===== src/rtl/lsu_dmem_if_pkg.sv =====
// Shared definitions for the load/store unit: widths, memory opcodes, FSM states.
package lsu_dmem_if_pkg;

  localparam int DATA_WIDTH     = 32;
  localparam int ADDR_WIDTH     = 32;
  localparam int REG_ADDR_WIDTH = 5;

  // Memory operation opcodes shared with the execute stage
  typedef enum logic [2:0] {
    MEM_LB  = 3'd0,
    MEM_LH  = 3'd1,
    MEM_LW  = 3'd2,
    MEM_LBU = 3'd3,
    MEM_LHU = 3'd4,
    MEM_SB  = 3'd5,
    MEM_SH  = 3'd6,
    MEM_SW  = 3'd7
  } mem_op_t;

  typedef enum logic [1:0] {
    LSU_IDLE = 2'd0,
    LSU_REQ  = 2'd1,
    LSU_WAIT = 2'd2
  } lsu_state_t;

  function automatic logic is_store(input mem_op_t op);
    return (op == MEM_SB) || (op == MEM_SH) || (op == MEM_SW);
  endfunction

endpackage


===== src/rtl/lsu_dmem_if_align.sv =====
// Combinational lane logic: byte enables, store-data replication,
// load-data extraction/extension and alignment check.
module lsu_dmem_if_align
  import lsu_dmem_if_pkg::*;
(
  input  mem_op_t               op_i,
  input  logic [1:0]            addr_i,
  input  logic [DATA_WIDTH-1:0] wdata_i,
  input  logic [DATA_WIDTH-1:0] rdata_i,
  output logic [3:0]            be_o,
  output logic [DATA_WIDTH-1:0] wdata_o,
  output logic [DATA_WIDTH-1:0] ldata_o,
  output logic                  misalign_o
);

  logic       is_byte;
  logic       is_half;
  logic [7:0] byte_lane;
  logic [15:0] half_lane;

  // Access size decode
  always_comb begin
    is_byte = (op_i == MEM_LB) || (op_i == MEM_LBU) || (op_i == MEM_SB);
    is_half = (op_i == MEM_LH) || (op_i == MEM_LHU) || (op_i == MEM_SH);
  end

  // Byte enables, replicated store data and alignment flag
  always_comb begin
    be_o       = 4'b1111;
    wdata_o    = wdata_i;
    misalign_o = (addr_i != 2'b00);
    if (is_byte) begin
      be_o       = 4'b0001 << addr_i;
      wdata_o    = {4{wdata_i[7:0]}};
      misalign_o = 1'b0;
    end else if (is_half) begin
      be_o       = addr_i[1] ? 4'b1100 : 4'b0011;
      wdata_o    = {2{wdata_i[15:0]}};
      misalign_o = addr_i[0];
    end
  end

  // Select the addressed byte and halfword out of the read word
  always_comb begin
    case (addr_i)
      2'd0:    byte_lane = rdata_i[7:0];
      2'd1:    byte_lane = rdata_i[15:8];
      2'd2:    byte_lane = rdata_i[23:16];
      default: byte_lane = rdata_i[31:24];
    endcase
    half_lane = addr_i[1] ? rdata_i[31:16] : rdata_i[15:0];
  end

  // Sign/zero extension per load opcode; stores yield zero
  always_comb begin
    case (op_i)
      MEM_LB:  ldata_o = {{24{byte_lane[7]}}, byte_lane};
      MEM_LBU: ldata_o = {24'd0, byte_lane};
      MEM_LH:  ldata_o = {{16{half_lane[15]}}, half_lane};
      MEM_LHU: ldata_o = {16'd0, half_lane};
      MEM_LW:  ldata_o = rdata_i;
      default: ldata_o = '0;
    endcase
  end

endmodule


===== src/rtl/lsu_dmem_if.sv =====
// Load/store unit: accepts one memory op at a time, issues a word-aligned
// request, waits for grant/response and returns extended load data.
module lsu_dmem_if
  import lsu_dmem_if_pkg::*;
(
  input  logic                      clk,
  input  logic                      rst_n,
  input  logic                      ex_valid,
  output logic                      ex_ready,
  input  logic [2:0]                ex_mem_op,
  input  logic [ADDR_WIDTH-1:0]     ex_addr,
  input  logic [DATA_WIDTH-1:0]     ex_wdata,
  input  logic [REG_ADDR_WIDTH-1:0] ex_rd,
  output logic                      dmem_req,
  output logic                      dmem_we,
  output logic [ADDR_WIDTH-1:0]     dmem_addr,
  output logic [3:0]                dmem_be,
  output logic [DATA_WIDTH-1:0]     dmem_wdata,
  input  logic                      dmem_gnt,
  input  logic                      dmem_rvalid,
  input  logic [DATA_WIDTH-1:0]     dmem_rdata,
  output logic                      wb_valid,
  output logic                      wb_we,
  output logic [REG_ADDR_WIDTH-1:0] wb_rd,
  output logic [DATA_WIDTH-1:0]     wb_data,
  output logic                      lsu_misalign,
  output logic [ADDR_WIDTH-1:0]     lsu_bad_addr
);

  lsu_state_t                state_q;
  mem_op_t                   op_q;
  logic [1:0]                addr_lo_q;
  logic [REG_ADDR_WIDTH-1:0] rd_q;

  logic                      dmem_req_q, dmem_we_q;
  logic [ADDR_WIDTH-1:0]     dmem_addr_q;
  logic [3:0]                dmem_be_q;
  logic [DATA_WIDTH-1:0]     dmem_wdata_q;
  logic                      wb_valid_q, wb_we_q;
  logic [REG_ADDR_WIDTH-1:0] wb_rd_q;
  logic [DATA_WIDTH-1:0]     wb_data_q;
  logic                      misalign_q;
  logic [ADDR_WIDTH-1:0]     bad_addr_q;

  mem_op_t                   al_op;
  logic [1:0]                al_addr;
  logic [3:0]                al_be;
  logic [DATA_WIDTH-1:0]     al_wdata;
  logic [DATA_WIDTH-1:0]     al_ldata;
  logic                      al_misalign;

  // The lane logic sees the incoming op while idle and the latched op afterwards,
  // so a single instance serves both request formation and load extraction.
  always_comb begin
    if (state_q == LSU_IDLE) begin
      al_op   = mem_op_t'(ex_mem_op);
      al_addr = ex_addr[1:0];
    end else begin
      al_op   = op_q;
      al_addr = addr_lo_q;
    end
  end

  lsu_dmem_if_align u_align (
    .op_i       (al_op),
    .addr_i     (al_addr),
    .wdata_i    (ex_wdata),
    .rdata_i    (dmem_rdata),
    .be_o       (al_be),
    .wdata_o    (al_wdata),
    .ldata_o    (al_ldata),
    .misalign_o (al_misalign)
  );

  // Control FSM with registered memory and writeback outputs
  always_ff @(posedge clk or negedge rst_n) begin
    if (!rst_n) begin
      state_q      <= LSU_IDLE;
      op_q         <= MEM_LB;
      addr_lo_q    <= '0;
      rd_q         <= '0;
      dmem_req_q   <= 1'b0;
      dmem_we_q    <= 1'b0;
      dmem_addr_q  <= '0;
      dmem_be_q    <= '0;
      dmem_wdata_q <= '0;
      wb_valid_q   <= 1'b0;
      wb_we_q      <= 1'b0;
      wb_rd_q      <= '0;
      wb_data_q    <= '0;
      misalign_q   <= 1'b0;
      bad_addr_q   <= '0;
    end else begin
      wb_valid_q <= 1'b0;
      misalign_q <= 1'b0;
      case (state_q)
        LSU_IDLE: begin
          if (ex_valid) begin
            if (al_misalign) begin
              // Dropped without touching the memory port
              misalign_q <= 1'b1;
              bad_addr_q <= ex_addr;
            end else begin
              op_q         <= mem_op_t'(ex_mem_op);
              addr_lo_q    <= ex_addr[1:0];
              rd_q         <= ex_rd;
              dmem_req_q   <= 1'b1;
              dmem_we_q    <= is_store(mem_op_t'(ex_mem_op));
              dmem_addr_q  <= {ex_addr[ADDR_WIDTH-1:2], 2'b00};
              dmem_be_q    <= al_be;
              dmem_wdata_q <= al_wdata;
              state_q      <= LSU_REQ;
            end
          end
        end
        LSU_REQ: begin
          if (dmem_gnt) begin
            dmem_req_q <= 1'b0;
            if (is_store(op_q)) begin
              wb_valid_q <= 1'b1;
              wb_we_q    <= 1'b0;
              wb_rd_q    <= rd_q;
              wb_data_q  <= '0;
              state_q    <= LSU_IDLE;
            end else begin
              state_q    <= LSU_WAIT;
            end
          end
        end
        LSU_WAIT: begin
          if (dmem_rvalid) begin
            wb_valid_q <= 1'b1;
            wb_we_q    <= 1'b1;
            wb_rd_q    <= rd_q;
            wb_data_q  <= al_ldata;
            state_q    <= LSU_IDLE;
          end
        end
        default: state_q <= LSU_IDLE;
      endcase
    end
  end

  assign ex_ready     = (state_q == LSU_IDLE);
  assign dmem_req     = dmem_req_q;
  assign dmem_we      = dmem_we_q;
  assign dmem_addr    = dmem_addr_q;
  assign dmem_be      = dmem_be_q;
  assign dmem_wdata   = dmem_wdata_q;
  assign wb_valid     = wb_valid_q;
  assign wb_we        = wb_we_q;
  assign wb_rd        = wb_rd_q;
  assign wb_data      = wb_data_q;
  assign lsu_misalign = misalign_q;
  assign lsu_bad_addr = bad_addr_q;

endmodule


===== config.mk =====
export PLATFORM = sky130hd
export DESIGN_NAME = lsu_dmem_if
export DESIGN_NICKNAME = d
export VERILOG_FILES = /design/src/rtl/lsu_dmem_if_pkg.sv /design/src/rtl/lsu_dmem_if_align.sv /design/src/rtl/lsu_dmem_if.sv
export SDC_FILE = /design/constraint.sdc
export NUM_CORES = 1
export LEC_CHECK = 0
export ABC_AREA = 1
export CAP_MARGIN = 20
export CORE_MARGIN = 8
export CORE_UTILIZATION = 49
export DETAILED_ROUTE_END_ITERATION = 16
export GPL_TIMING_DRIVEN = 0
export PLACE_DENSITY = 0.86
export SYNTH_ARGS = -nofsm -noshare
export SYNTH_HDL_FRONTEND = slang
export SYNTH_SLANG_ARGS = --single-unit

===== constraint.sdc =====
create_clock -name clk -period 3.29 [get_ports clk]
set_clock_uncertainty 0.1 [all_clocks]
set_input_delay 0.4935 -clock clk [delete_from_list [all_inputs] [get_ports clk]]
set_output_delay 0.4935 -clock clk [all_outputs]
set_load 0.02 [all_outputs]

==> results.yml, run 1 <==
setup_path:
  max_stage_delay_ns: 0.41
  endpoint: "dmem_wdata[12]"
  critPathTopFamily: "simple AND/OR/NAND/NOR gates"
  rr_worst_depth: 15
  path_cells: "inv_1, ha_1, buf_6, nand2_1, nand2_1, inv_2, nor2_2, inv_2, nand3_2, nand2_4, inv_2, buf_4, buf_6, nand2_1, nand2_1"
  reg2reg_to: "dmem_wdata[12]"
  end_kind: "flop"
  cp_max_fo: 10
  rrSetupSlack_ns: 0.73
  critPathSlowestCell: "dfrtp_1"
  cp-start-kind: "flop"
  critical_path_class: "reg -> reg"
  required_ns: 3.55
  critical_path.most_common_cell: "nand2_1"
  cp.arrival_ns: 2.82
  crit_cells: 15
  reg2reg_from: "state_q[0]"
  cp_num_buf_inv: 7
  critical_path.startpoint: "state_q[0]"
grt:
  grt_max_degree: 93
  grt.total_usage_pct: 25.89
  grt_pass1_wl_mm: 37.96
  grt-ovfl-total: 0
  grt_pass1_vias: 7235
  antenna_found_initial: 0
routing:
  vias: 7262
  drt_iter0_drc: 531
  drc: 0
  wl_mm: 24.61
  via_per_inst: 5.206
  antenna_left: 0
  wl_per_cell_um: 17.64
  first_pass_iters: 5
timing:
  setup_tns_ns: 0
  finalHoldViolations: 0
  rsz0062_at_grt: "false"
  timing.fmax_ghz: 0.3904
  timing.final.crit_share_pct: 77.86
  finalCriticalPeriod_ns: 2.561
  setup_viol: 0
  drv_slew: 0
  tightestPinTransition_ns: 0.5854
  slew_headroom_pct: 60.98
synthesis:
  ys_seq_area_share_pct: 52.34
  synth_area_um2: 7267
  async_reset_ff_share_pct: 100.0
  synth_xor_area_share_pct: 0
  netlist_top_cells_area: "dfrtp_1 52%, nand2_1 23%, o21ai_0 5.8%"
  avgSynthCellArea_um2: 7.839
  synth_seq_cells: 152
  synth_cell_type_count: 29
  yosysWarnings: 0
  synthAdderAreaFrac_pct: 0.5165
  synth_top_family_by_area: "simple AND/OR/NAND/NOR gates"
  synth-edff-count: 0
  synth_most_common_cell: "nand2_1"
  yosys-top-cells-count: "448 x nand2_1, 152 x dfrtp_1, 84 x o21ai_0"
  synthMuxAreaShare_pct: 0
  yosys.area_share.simple_pct: 28.13
  synth_area_leader_cell: "dfrtp_1"
  synth_top_area_share_pct: 52.34
  synth_compound_area_share_pct: 11.74
  synth_top_flop_cell: "dfrtp_1"
  postSynthCellCount: 927
power_and_ir_drop:
  peakVddDrop_mv: 0.6583
  p_per_area_nw_per_um2: 1089
  leakagePower_uw: 0.005274
die:
  die_y_um: 137.8
  row_count: 44
  die_x_um: 137.8
  die_area_um2: 18980
  core_um2: 14530
  io-pin-count: 252
  initial_utilization_pct: 50.00
clocking:
  htreeDepth: 4
  clk_pin_slew_worst_paths_ns: 0.06
  clk_latency_ns: 0.42
  cts_root_buf: "clkbuf_16"
  cts_tree: "built"
  ctsResizeCount: 0
  cts_sinks: 152
  cts_buffers: 17
  cts.path.max_buffers: 2
layout:
  fillCellCount: 1117
  fin_nets: 1310
  drive_above_1_share_pct: 7.267
  area_growth_pct: 46.71
  post_layout_nonfiller_instances: 1395
  num_antenna_cells: 0
status:
  outcome: "finished clean"
placement:
  hpwl_mm: 18.54
  place_congestion: 0.9703
  dpl.cell_count: 1362
  port-buffer-count: 249
run:
  drv_cap: 0
min_path:
  hold_class: "reg -> reg"
power by group:
| part | leakage, uW | switching (uW) | total, uW | internal, uW |
|---|---|---|---|---|
| Sequential | 0.00190 | 426 | 3090 | 2660 |
| Clock | 0.000304 | 808 | 2070 | 1270 |
| Combinational | 0.00307 | 3900 | 6450 | 2560 |
| Total | 0.00527 | 5130 | 11600 | 6480 |
cells in the final DEF, fill, tap and decap left out, types with 13 or more instances in the layout:
master / count
o21a_1: 37
clkdlybuf4s50_1: 248
clkbuf_1: 13
nor2_1: 18
buf_2: 14
nand3_1: 28
nand2_1: 448
clkbuf_16: 17
inv_1: 62
o21ai_0: 84
dfrtp_1: 152
worst min-delay path: cells and delay by family, from the launching register on:
kind | cells | cell delay (ns)
flops | 1 | 0.34
simple gates | 2 | 0.11
how the worst min path moves through the flow:
stage | startpoint | end | slack, ns | depth (start not counted)
2_1_floorplan | rst_n | addr_lo_q[0] | 0.1 | 0
3_3_place_gp | wb_we | wb_we | 0.36 | 2
3_5_place_dp | dmem_req | dmem_req | 0.36 | 2
4_1_cts | wb_we | wb_we | 0.38 | 2
5_1_grt | wb_data[22] | wb_data[22] | 0.40 | 2
6_report | wb_we | wb_we | 0.37 | 2
metal layers:
metal,global-route usage (%),vias to the layer above,routed length [um]
met3,8.716,42,2389
met5,0,-,0
li1,-,3444,-
met2,42.06,311,11870
met4,9.612,0,578
met1,31.36,3465,9781
sequential cells by signal, summed over array words and instances, names as in the netlist:
name / flops
dmem_be: 4
op_q: 3
dmem_wdata: 32
wb_valid: 1
state_q: 2
rd_q: 5
dmem_addr: 30
wb_we: 1
addr_lo_q: 2
dmem_req: 1
lsu_bad_addr: 32
dmem_we: 1
wb_data: 32
lsu_misalign: 1
wb_rd: 5
stage by stage:
stage               worst slack, ns  power (uW)  hold WS (ns)  utilization [%]  cell area (um2)
floorplan                     1.030        6832       0.09791                -             7271
global placement             -4.577        9324        0.3564            68.76             9993
detailed placement           0.5883        9476        0.3640            68.96            10020
CTS                          0.7295       11630        0.3781            73.36            10660
global route                 0.4996       12370        0.3955            73.36            10660
finish                       0.7285       11610        0.3729            73.36            10660
cell type report:
type,count,area (um2),area share (%)
clock buffers,20,466.7,4.377
well taps,184,230.2,2.159
flip-flops and latches,152,3804,35.68
repair buffers,251,2531,23.74
plain buffers,45,269.0,2.523
multi-input cells,663,2943,27.60
clock inverters,12,162.7,1.526
inverters,68,255.2,2.394
cells by family (layout without fill, tap and decap cells):
| family | count (synthesis) | in the layout |
|---|---|---|
| and+or+nand+nor | 515 | 515 |
| DFF | 152 | 152 |
| AOI/OAI and AO/OA | 143 | 143 |
| buffers and inverters | 113 | 396 |
| adders and majority gates | 3 | 3 |
| other | 1 | 2 |
repair_timing:
action / CTS / global route
endpoints found under the hold margin: 60 / 0
setup buffers: 0 / 0
hold buffers: 1 / 0
Power figures use the tool's default switching activity.
==> run 2, diff against run 1 <==
CORE_UTILIZATION = 46   (was 49)
PLACE_DENSITY = 0.81   (was 0.86)
clock period = 2.4 ns   (was 3.29 ns; I/O delays follow)
==> results.yml, run 2 (same netlist as run 1, synthesis figures left out) <==
die:
  die_x_um: 141.7
  row_count: 46
  io-pin-count: 252
  core_um2: 15660
  die_area_um2: 20080
  initial_utilization_pct: 46.42
  die_y_um: 141.7
setup_path:
  required_ns: 2.61
  end_kind: "flop"
  critical_path_class: "reg -> reg"
  reg2reg_from: "state_q[0]"
  cp-start-kind: "flop"
  critPathSlowestCell: "dfrtp_1"
  critical_path.most_common_cell: "buf_6"
  critical_path.startpoint: "state_q[0]"
  cp_max_fo: 10
  path_cells: "inv_1, ha_4, buf_6, nand2_1, nand2_4, nand3_2, nand2_4, nor2_4, nand3_4, nor2_2, buf_6, buf_6, nand2_1, o21a_1"
  max_stage_delay_ns: 0.37
  cp.arrival_ns: 2.53
layout:
  final_common_cell: "nand2_1"
  fin_nets: 1322
  drive_above_1_share_pct: 9.812
  num_antenna_cells: 0
  area_growth_pct: 49.74
  final_cell_mix: "444 x nand2_1, 248 x clkdlybuf4s50_1, 152 x dfrtp_1"
  postLayoutCellArea_um2: 10880
timing:
  tightestPinTransition_ns: 0.5214
  setup_viol: 0
  finalCriticalPeriod_ns: 2.317
  setup_tns_ns: 0
  slew_headroom_pct: 65.24
  holdWs_ns: 0.3724
  timing.final.crit_share_pct: 96.56
  finalWorstSetupSlack_ns: 0.08255
  drv_slew: 0
  timing.fmax_ghz: 0.4315
  finalHoldViolations: 0
grt:
  grt-ovfl-total: 0
  grt_max_degree: 100
  grt_pass1_wl_mm: 38.50
  antenna_found_initial: 0
  grt_pass1_vias: 7374
  grt.total_usage_pct: 24.69
min_path:
  hold_class: "in -> async"
clocking:
  clk_latency_ns: 0.42
  clk_pin_slew_worst_paths_ns: 0.06
  cts_tree: "built"
  cts_root_buf: "clkbuf_16"
  htreeDepth: 4
  cts_buffers: 17
  cts_sinks: 152
  cts.path.max_buffers: 2
routing:
  via_per_inst: 5.049
  antenna_left: 0
  drt_iter0_drc: 485
  wl_per_cell_um: 17.23
  first_pass_iters: 5
  vias: 7266
  drc: 0
  wl_mm: 24.80
run:
  drv_cap: 0
status:
  outcome: "finished clean"
power_and_ir_drop:
  leakagePower_uw: 0.005342
  p_per_area_nw_per_um2: 1490
  total_power_uw: 16210
  peakVddDrop_mv: 0.9557
placement:
  dpl_cell_area_um2: 10060
  hpwl_mm: 18.63
  place_congestion: 0.9308
  port-buffer-count: 249
  pre_cts_ws_ns: -0.2004
## run 2: cell count changes in the layout (fill, tap and decap cells not counted), moves of 5 or more
| cell | delta |
|---|---|
| clkbuf_1 | -6 |
| buf_6 | +5 |
| o21ai_1 | +10 |
| clkbuf_2 | +6 |
| o21ai_0 | -10 |
| buf_4 | +7 |
## run 2: through the flow
| stage | std cells | util [%] |
|---|---|---|
| final | 1439 | 69.51 |
| after global routing | 1439 | 69.51 |
| after CTS | 1429 | 68.41 |
| after detailed placement | 1394 | 64.27 |
| after global placement | 1393 | 64.09 |
| after floorplan | 928 | - |
## run 2: path summary, 6_finish.rpt
check | end | slack, ns | depth (start not counted)
setup / recovery | lsu_bad_addr[17] | 0.08 | 14
hold / removal | wb_data[11] | 0.37 | 2
min in group clk | wb_we | 0.37 | 2
hold reg to reg | wb_we | 0.37 | 2
max in group asynchronous | dmem_addr[25] | 0.98 | 3
setup reg to reg | lsu_bad_addr[17] | 0.08 | 14
## run 2: area by class of cell
type / count / area [um2]
Fill cell: 1316 / 4773
Clock buffer: 19 / 442.9
Multi-Input combinational cell: 664 / 3044
Sequential cell: 152 / 3804
Tap cell: 216 / 270.3
Buffer: 45 / 301.5
Inverter: 68 / 261.5
Timing Repair Buffer: 262 / 2614
Clock inverter: 13 / 143.9
## run 2: layer usage
layer | GRT usage, % | vias to the layer above | share of wire [%]
met2 | 39.98 | 309 | 47
li1 | - | 3477 | -
met4 | 10.34 | 0 | 2.9
met3 | 9.173 | 50 | 9.0
met1 | 29.02 | 3430 | 41
met5 | 0 | - | 0
## run 2: repair_timing
| item | in CTS | in global routing |
|---|---|---|
| resized for setup | 10 | 42 |
| hold endpoints to repair | 53 | 0 |
| cloned | 0 | 1 |
| pin swaps | 1 | 10 |
| hold buffers | 1 | 0 |
| endpoints found under the setup margin | 113 | 124 |
| setup buffers | 2 | 9 |
## run 2: worst max-delay path, delay by kind of cell (launching register included)
kind / cells / cell delay (ns)
simple gates: 8 / 0.90
fa+ha+maj: 1 / 0.18
flops: 1 / 0.37
buf+inv: 4 / 0.52
compound gates: 1 / 0.12
## run 2: report_power, final
part           internal [uW]  leakage (uW)  switching [uW]
clock                   1570      0.000276            1110
combinational           3800       0.00317            5530
sequential              3650       0.00190             564
